$ cat src/rtl/anfsqrt_pkg.sv
// Shared Q16.16 constants for the ANF sqrt datapath.
// Holds only parameters; no logic, so there is no latency or backpressure here.
package anfsqrt_pkg;

  localparam int unsigned Q_W       = 32;
  localparam int unsigned FRAC_BITS = 16;

  localparam logic [Q_W-1:0] INIT_ATT = 32'h0001_0000;
  localparam logic [Q_W-1:0] INIT_EPS = 32'd256;

endpackage

$ cat src/rtl/anfsqrt_sqrtiu_step.sv
// One square-root search trial: evaluate prev_att against rad, produce the next att/eps/res.
// Purely combinational (zero latency); it never stalls.
module anfsqrt_sqrtiu_step
  import anfsqrt_pkg::*;
(
  input  logic [Q_W-1:0] prev_att,
  input  logic [Q_W-1:0] prev_eps,
  input  logic [Q_W-1:0] prev_res,
  input  logic           grow,
  input  logic [Q_W-1:0] rad,
  output logic [Q_W-1:0] this_att,
  output logic [Q_W-1:0] this_eps,
  output logic [Q_W-1:0] this_res,
  output logic           next_grow,
  output logic           finish
);

  logic [2*Q_W-1:0] prod;
  logic [2*Q_W-1:0] limit;
  logic             ok;
  logic [Q_W:0]     eps_dbl;
  logic [Q_W:0]     att_grow;
  logic             grow_ovf;

  assign prod  = 64'(prev_att) * 64'(prev_att);
  // (prod >> 16) <= rad, with no high bits set, is the same as prod <= {rad, all-ones fraction}.
  assign limit = {{(Q_W-FRAC_BITS){1'b0}}, rad, {FRAC_BITS{1'b1}}};
  assign ok    = (prod <= limit);

  assign eps_dbl  = {prev_eps, 1'b0};
  assign att_grow = {1'b0, prev_att} + eps_dbl;
  assign grow_ovf = eps_dbl[Q_W] | att_grow[Q_W];

  always_comb begin
    next_grow = grow;
    this_res  = prev_res;
    this_eps  = prev_eps >> 1;
    this_att  = prev_res + (prev_eps >> 1);
    if (ok && grow && !grow_ovf) begin
      this_res = prev_att;
      this_eps = eps_dbl[Q_W-1:0];
      this_att = att_grow[Q_W-1:0];
    end else if (ok && !grow) begin
      this_res = prev_att;
      this_att = prev_att + (prev_eps >> 1);
    end else begin
      // Rejected trial, or a grow step that would wrap: switch to halving around res.
      next_grow = 1'b0;
    end
  end

  assign finish = (this_eps == '0);

endmodule

$ cat src/rtl/anfsqrt_sqrt_iu.sv
// Iterative Q16.16 square root: galloping then binary search, one trial per clock.
// Latency = grow trials + log2(final eps) + 1 cycles; no backpressure, start restarts at any time.
module anfsqrt_sqrt_iu
  import anfsqrt_pkg::*;
(
  input  logic           clk,
  input  logic           rst_n,
  input  logic           start,
  input  logic [Q_W-1:0] radicand,
  output logic [Q_W-1:0] this_att,
  output logic [Q_W-1:0] this_eps,
  output logic [Q_W-1:0] this_res,
  output logic           busy,
  output logic           done
);

  logic [Q_W-1:0] rad;
  logic           grow;
  logic [Q_W-1:0] nxt_att;
  logic [Q_W-1:0] nxt_eps;
  logic [Q_W-1:0] nxt_res;
  logic           nxt_grow;
  logic           finish;

  anfsqrt_sqrtiu_step u_step (
    .prev_att  (this_att),
    .prev_eps  (this_eps),
    .prev_res  (this_res),
    .grow      (grow),
    .rad       (rad),
    .this_att  (nxt_att),
    .this_eps  (nxt_eps),
    .this_res  (nxt_res),
    .next_grow (nxt_grow),
    .finish    (finish)
  );

  always_ff @(posedge clk) begin
    if (!rst_n) begin
      rad      <= '0;
      this_att <= '0;
      this_eps <= '0;
      this_res <= '0;
      grow     <= 1'b0;
      busy     <= 1'b0;
      done     <= 1'b0;
    end else if (start) begin
      rad      <= radicand;
      this_att <= INIT_ATT;
      this_eps <= INIT_EPS;
      this_res <= '0;
      grow     <= 1'b1;
      busy     <= 1'b1;
      done     <= 1'b0;
    end else if (busy) begin
      this_att <= nxt_att;
      this_eps <= nxt_eps;
      this_res <= nxt_res;
      grow     <= nxt_grow;
      if (finish) begin
        busy <= 1'b0;
        done <= 1'b1;
      end
    end
  end

endmodule

$ cat config.mk
export PLATFORM = sky130hd
export DESIGN_NAME = anfsqrt_sqrt_iu
export DESIGN_NICKNAME = d
export VERILOG_FILES = /design/src/rtl/anfsqrt_pkg.sv /design/src/rtl/anfsqrt_sqrtiu_step.sv /design/src/rtl/anfsqrt_sqrt_iu.sv
export SDC_FILE = /design/constraint.sdc
export NUM_CORES = 2
export LEC_CHECK = 0
export CELL_PAD_IN_SITES_DETAIL_PLACEMENT = 1
export CELL_PAD_IN_SITES_GLOBAL_PLACEMENT = 1
export CORE_MARGIN = 1.5
export CORE_UTILIZATION = 54
export CTS_CLUSTER_SIZE = 16
export DETAILED_ROUTE_END_ITERATION = 12
export PLACE_DENSITY_LB_ADDON = 0.1
export REMOVE_ABC_BUFFERS = 1
export SLEW_MARGIN = 40
export SYNTH_ARGS = -nofsm -noshare
export SYNTH_HDL_FRONTEND = slang
export SYNTH_SLANG_ARGS = --single-unit
export TNS_END_PERCENT = 1
$ cat constraint.sdc
create_clock -name clk -period 32.7 [get_ports clk]
set_input_delay 6.54 -clock clk [delete_from_list [all_inputs] [get_ports clk]]
set_output_delay 6.54 -clock clk [all_outputs]
set_load 0.005 [all_outputs]
==> out/summary.txt <==
=======================================================================
Share of the synthesized area in the top cell type                41.8%
H-tree levels                                                         4
Number of buffers added for setup after CTS                           0
Max Cap Violations                                                    0
I/O Buffers                                                         132
Asr flop ratio synth                                                 0%
Max Freq                                                     0.0638 GHz
Boundary Pins                                                       133
Sink count of the clock tree                                        131
Number of placement rows                                             97
Total chip power                                                 698 uW
Routability-driven placement congestion ratio                     0.930
Cells after Synth                                                  4296
Most frequently used flop master after synthesis                dfxtp_1
Setup clock skew after layout                                 0.0124 ns
Post-route worst setup slack                                   17.04 ns
First-pass GRT wire length                                    207000 um
Height of the chip                                               270 um
Outcome                                                    complete, no violations
Layout overhead on the synthesized area                           7.28%
Antenna Diode Count                                                   0
Max stage delay on crit path                                    0.54 ns
CTS resizes                                                           0
Slowest-stage cell, CP                                            buf_4
Iteration-0 DRC Markers                                            1834
Synthesized cell area                                        38400 um^2
Area enclosed by the die boundary                            72800 um^2
Clock tree from TritonCTS                                          done
Data arrival time of the critical path                         16.02 ns
Number of vias in the routed layout                               31000
Most common cell on crit path                                      fa_1
CTS clk-pin slew, worst paths                                   0.07 ns
Setup crit end kind                                                flop
Count of final setup violators                                        0
Count of state elements after synthesis                             131
Minimum period implied by the final worst setup slack          15.67 ns
Largest fanout on the critical path                                  50
Distinct cell type count after synthesis                             79
Maximum vdd drop                                                37.4 uV
Sequential cell area                                          2640 um^2
Class of the most critical setup path                      flop to flop
Mean post-synth cell area                                     8.95 um^2
Overall routing resource usage                                    37.7%
Tcrit/Tclk final                                                  47.9%
Clk buf depth                                                         2
Number of vias per cell                                            5.90
WL per Instance                                                 25.4 um
Number of global-route vias before repair                         35100
Endpoint required time on the critical path                    33.05 ns
Setup repair after global routing missed its margin               false
Post-route ant nets                                                   0
Count of yosys warnings during synthesis                              0
Power Density                                              16.9 nW/um^2
Design Area, Final                                           41200 um^2
Post-Place Worst Slack                                         17.24 ns
# fillers                                                          8146
Pin count of the biggest net entering global routing                 81
Clk Tree Root Cell                                            clkbuf_16
Transition time of the tightest slew-check pin                 0.910 ns
Layout cells sized above 1                                        3.70%
Detailed-route DRC error count                                        0
Total iterations of the first detailed-routing run                    5
Area of the multi-input gates                                31400 um^2
Aggregate negative setup slack                                     0 ns
Total detailed-routing wirelength                             134000 um
Most area-hungry cell type in the Yosys netlist                    fa_1
HP Class                                                   flop to flop
Max-slew headroom at the worst pin                                38.7%
Leading cell types by total area after synthesis           fa_1, ha_1, inv_1, dfxtp_1, nand2_1
Sequential fraction of the synthesis area                         6.82%
Number of buffers added to fix hold violations after cts              0
Antenna violations before repair                                      3
Initial cell density of the core                                  54.7%
Core region area                                             70300 um^2
Number of buffers created by CTS                                     17
Worst Setup Start Kind                                             flop
Number of enable flip-flop cells after synthesis                      0
Leakage                                                       0.0221 uW
Skew-Pair Late Insertion Delay                                  0.47 ns
Leftover overflow at the end of global routing                        0
Hold Violations, Final                                                0
Area of placed instances                                     40600 um^2
Detailed-placement wirelength estimate                        107000 um
Pins over their slew limit                                            0
Non-filler cells in the finished layout                            5266
Placed insts                                                       5232
Die width                                                        270 um
Final layout net count                                             5524
=======================================================================
==> layout by cell type, fill, tap and decap left out, types with 45 or more instances in the layout <==
cell type / netlist / routed
a21oi_1: 161 / 161
dfxtp_1: 131 / 125
ha_1: 374 / 374
nor2b_1: 54 / 53
mux2i_1: 66 / 66
o21ai_0: 132 / 131
clkdlybuf4s50_1: 0 / 131
a21o_1: 61 / 60
xor2_1: 45 / 45
and2_1: 201 / 201
nand3_1: 65 / 65
nand2_1: 415 / 414
fa_1: 802 / 802
buf_4: 2 / 47
nor2_1: 143 / 142
xnor2_1: 64 / 64
inv_1: 989 / 988
==> worst max-delay path: cells and delay by family, from the launching register on <==
family                     cells  cell delay (ns)
muxes                          1             0.36
buffers and inverters          7             1.46
xor gates and xnor gates       2             0.52
AOI/OAI and AO/OA             23             5.52
and+or+nand+nor               12             2.43
DFF                            1             0.36
adders and majority gates     12             4.87
==> final cells by class <==
type / count / area share [%]
Timing Repair Buffer: 182 / 4.16
Tap cell: 940 / 2.85
Clock buffer: 17 / 1.03
Inverter: 1001 / 9.11
Multi-Input combinational cell: 2980 / 76.1
Clock inverter: 15 / 0.401
Sequential cell: 131 / 6.39
==> logic make-up (layout without fill, tap and decap cells) <==
group | count (synthesis) | in the layout | synth area share (%)
adder cells (fa/ha/maj) | 1176 | 1176 | 54.0
AND/OR/NAND/NOR | 1024 | 1024 | 12.9
AO/OA/AOI/OAI | 589 | 589 | 9.96
multiplexers | 82 | 82 | 2.19
buffers and inverters | 1185 | 1215 | 11.7
flip-flops | 131 | 131 | 6.82
XOR/XNOR | 109 | 109 | 2.48
==> state kept, by name, indices dropped and copies added (netlist names), named ones only <==
name,count
this_res,32
this_eps,32
busy,1
rad,32
this_att,31
done,1
grow,1
==> routing by layer <==
metal	wire length, um	vias up	global-route usage [%]
met5	13	-	0
met4	8260	2	20.2
met3	8760	421	5.41
met2	66600	1205	65.1
met1	50300	16100	45.6
li1	-	13400	-
==> report_power, final <==
part	internal [uW]	switching, uW	leakage [uW]
clock network	102	97.6	0.000287
registers	166	13.1	0.00107
logic	111	208	0.0208
total	379	319	0.0221
==> cells in the mapped netlist, drive strengths merged (37+ instances only) <==
master and count:
clkbuf 157, dfxtp 131, and2 201, nor2b 54, nor2 143, nand3 65
a31oi 37, inv 989, nand4 39, mux2i 66, o21ai 151, nand2 415
a21oi 161, fa 802, xor2 45, a21o 61, xnor2 64, ha 374
==> worst paths after layout <==
check | startpoint | to | slack (ns) | cells past startpoint
worst max register to register | this_att[8] | this_att[30] | 17.04 | 57
worst min-delay path | this_res[22] | this_res[22] | 0.49 | 2
worst max-delay path | this_att[8] | this_att[30] | 17.04 | 57
worst min register to register | this_res[22] | this_res[22] | 0.49 | 2
==> per-stage QoR <==
stage               hold slack, ns  util (%)
floorplan                    0.464         -
global placement             0.473      57.7
detailed placement           0.474      57.8
CTS                          0.483      58.6
global route                 0.504      58.7
finish                       0.487      58.7
Note: power is estimated with default switching activity, not from simulation.
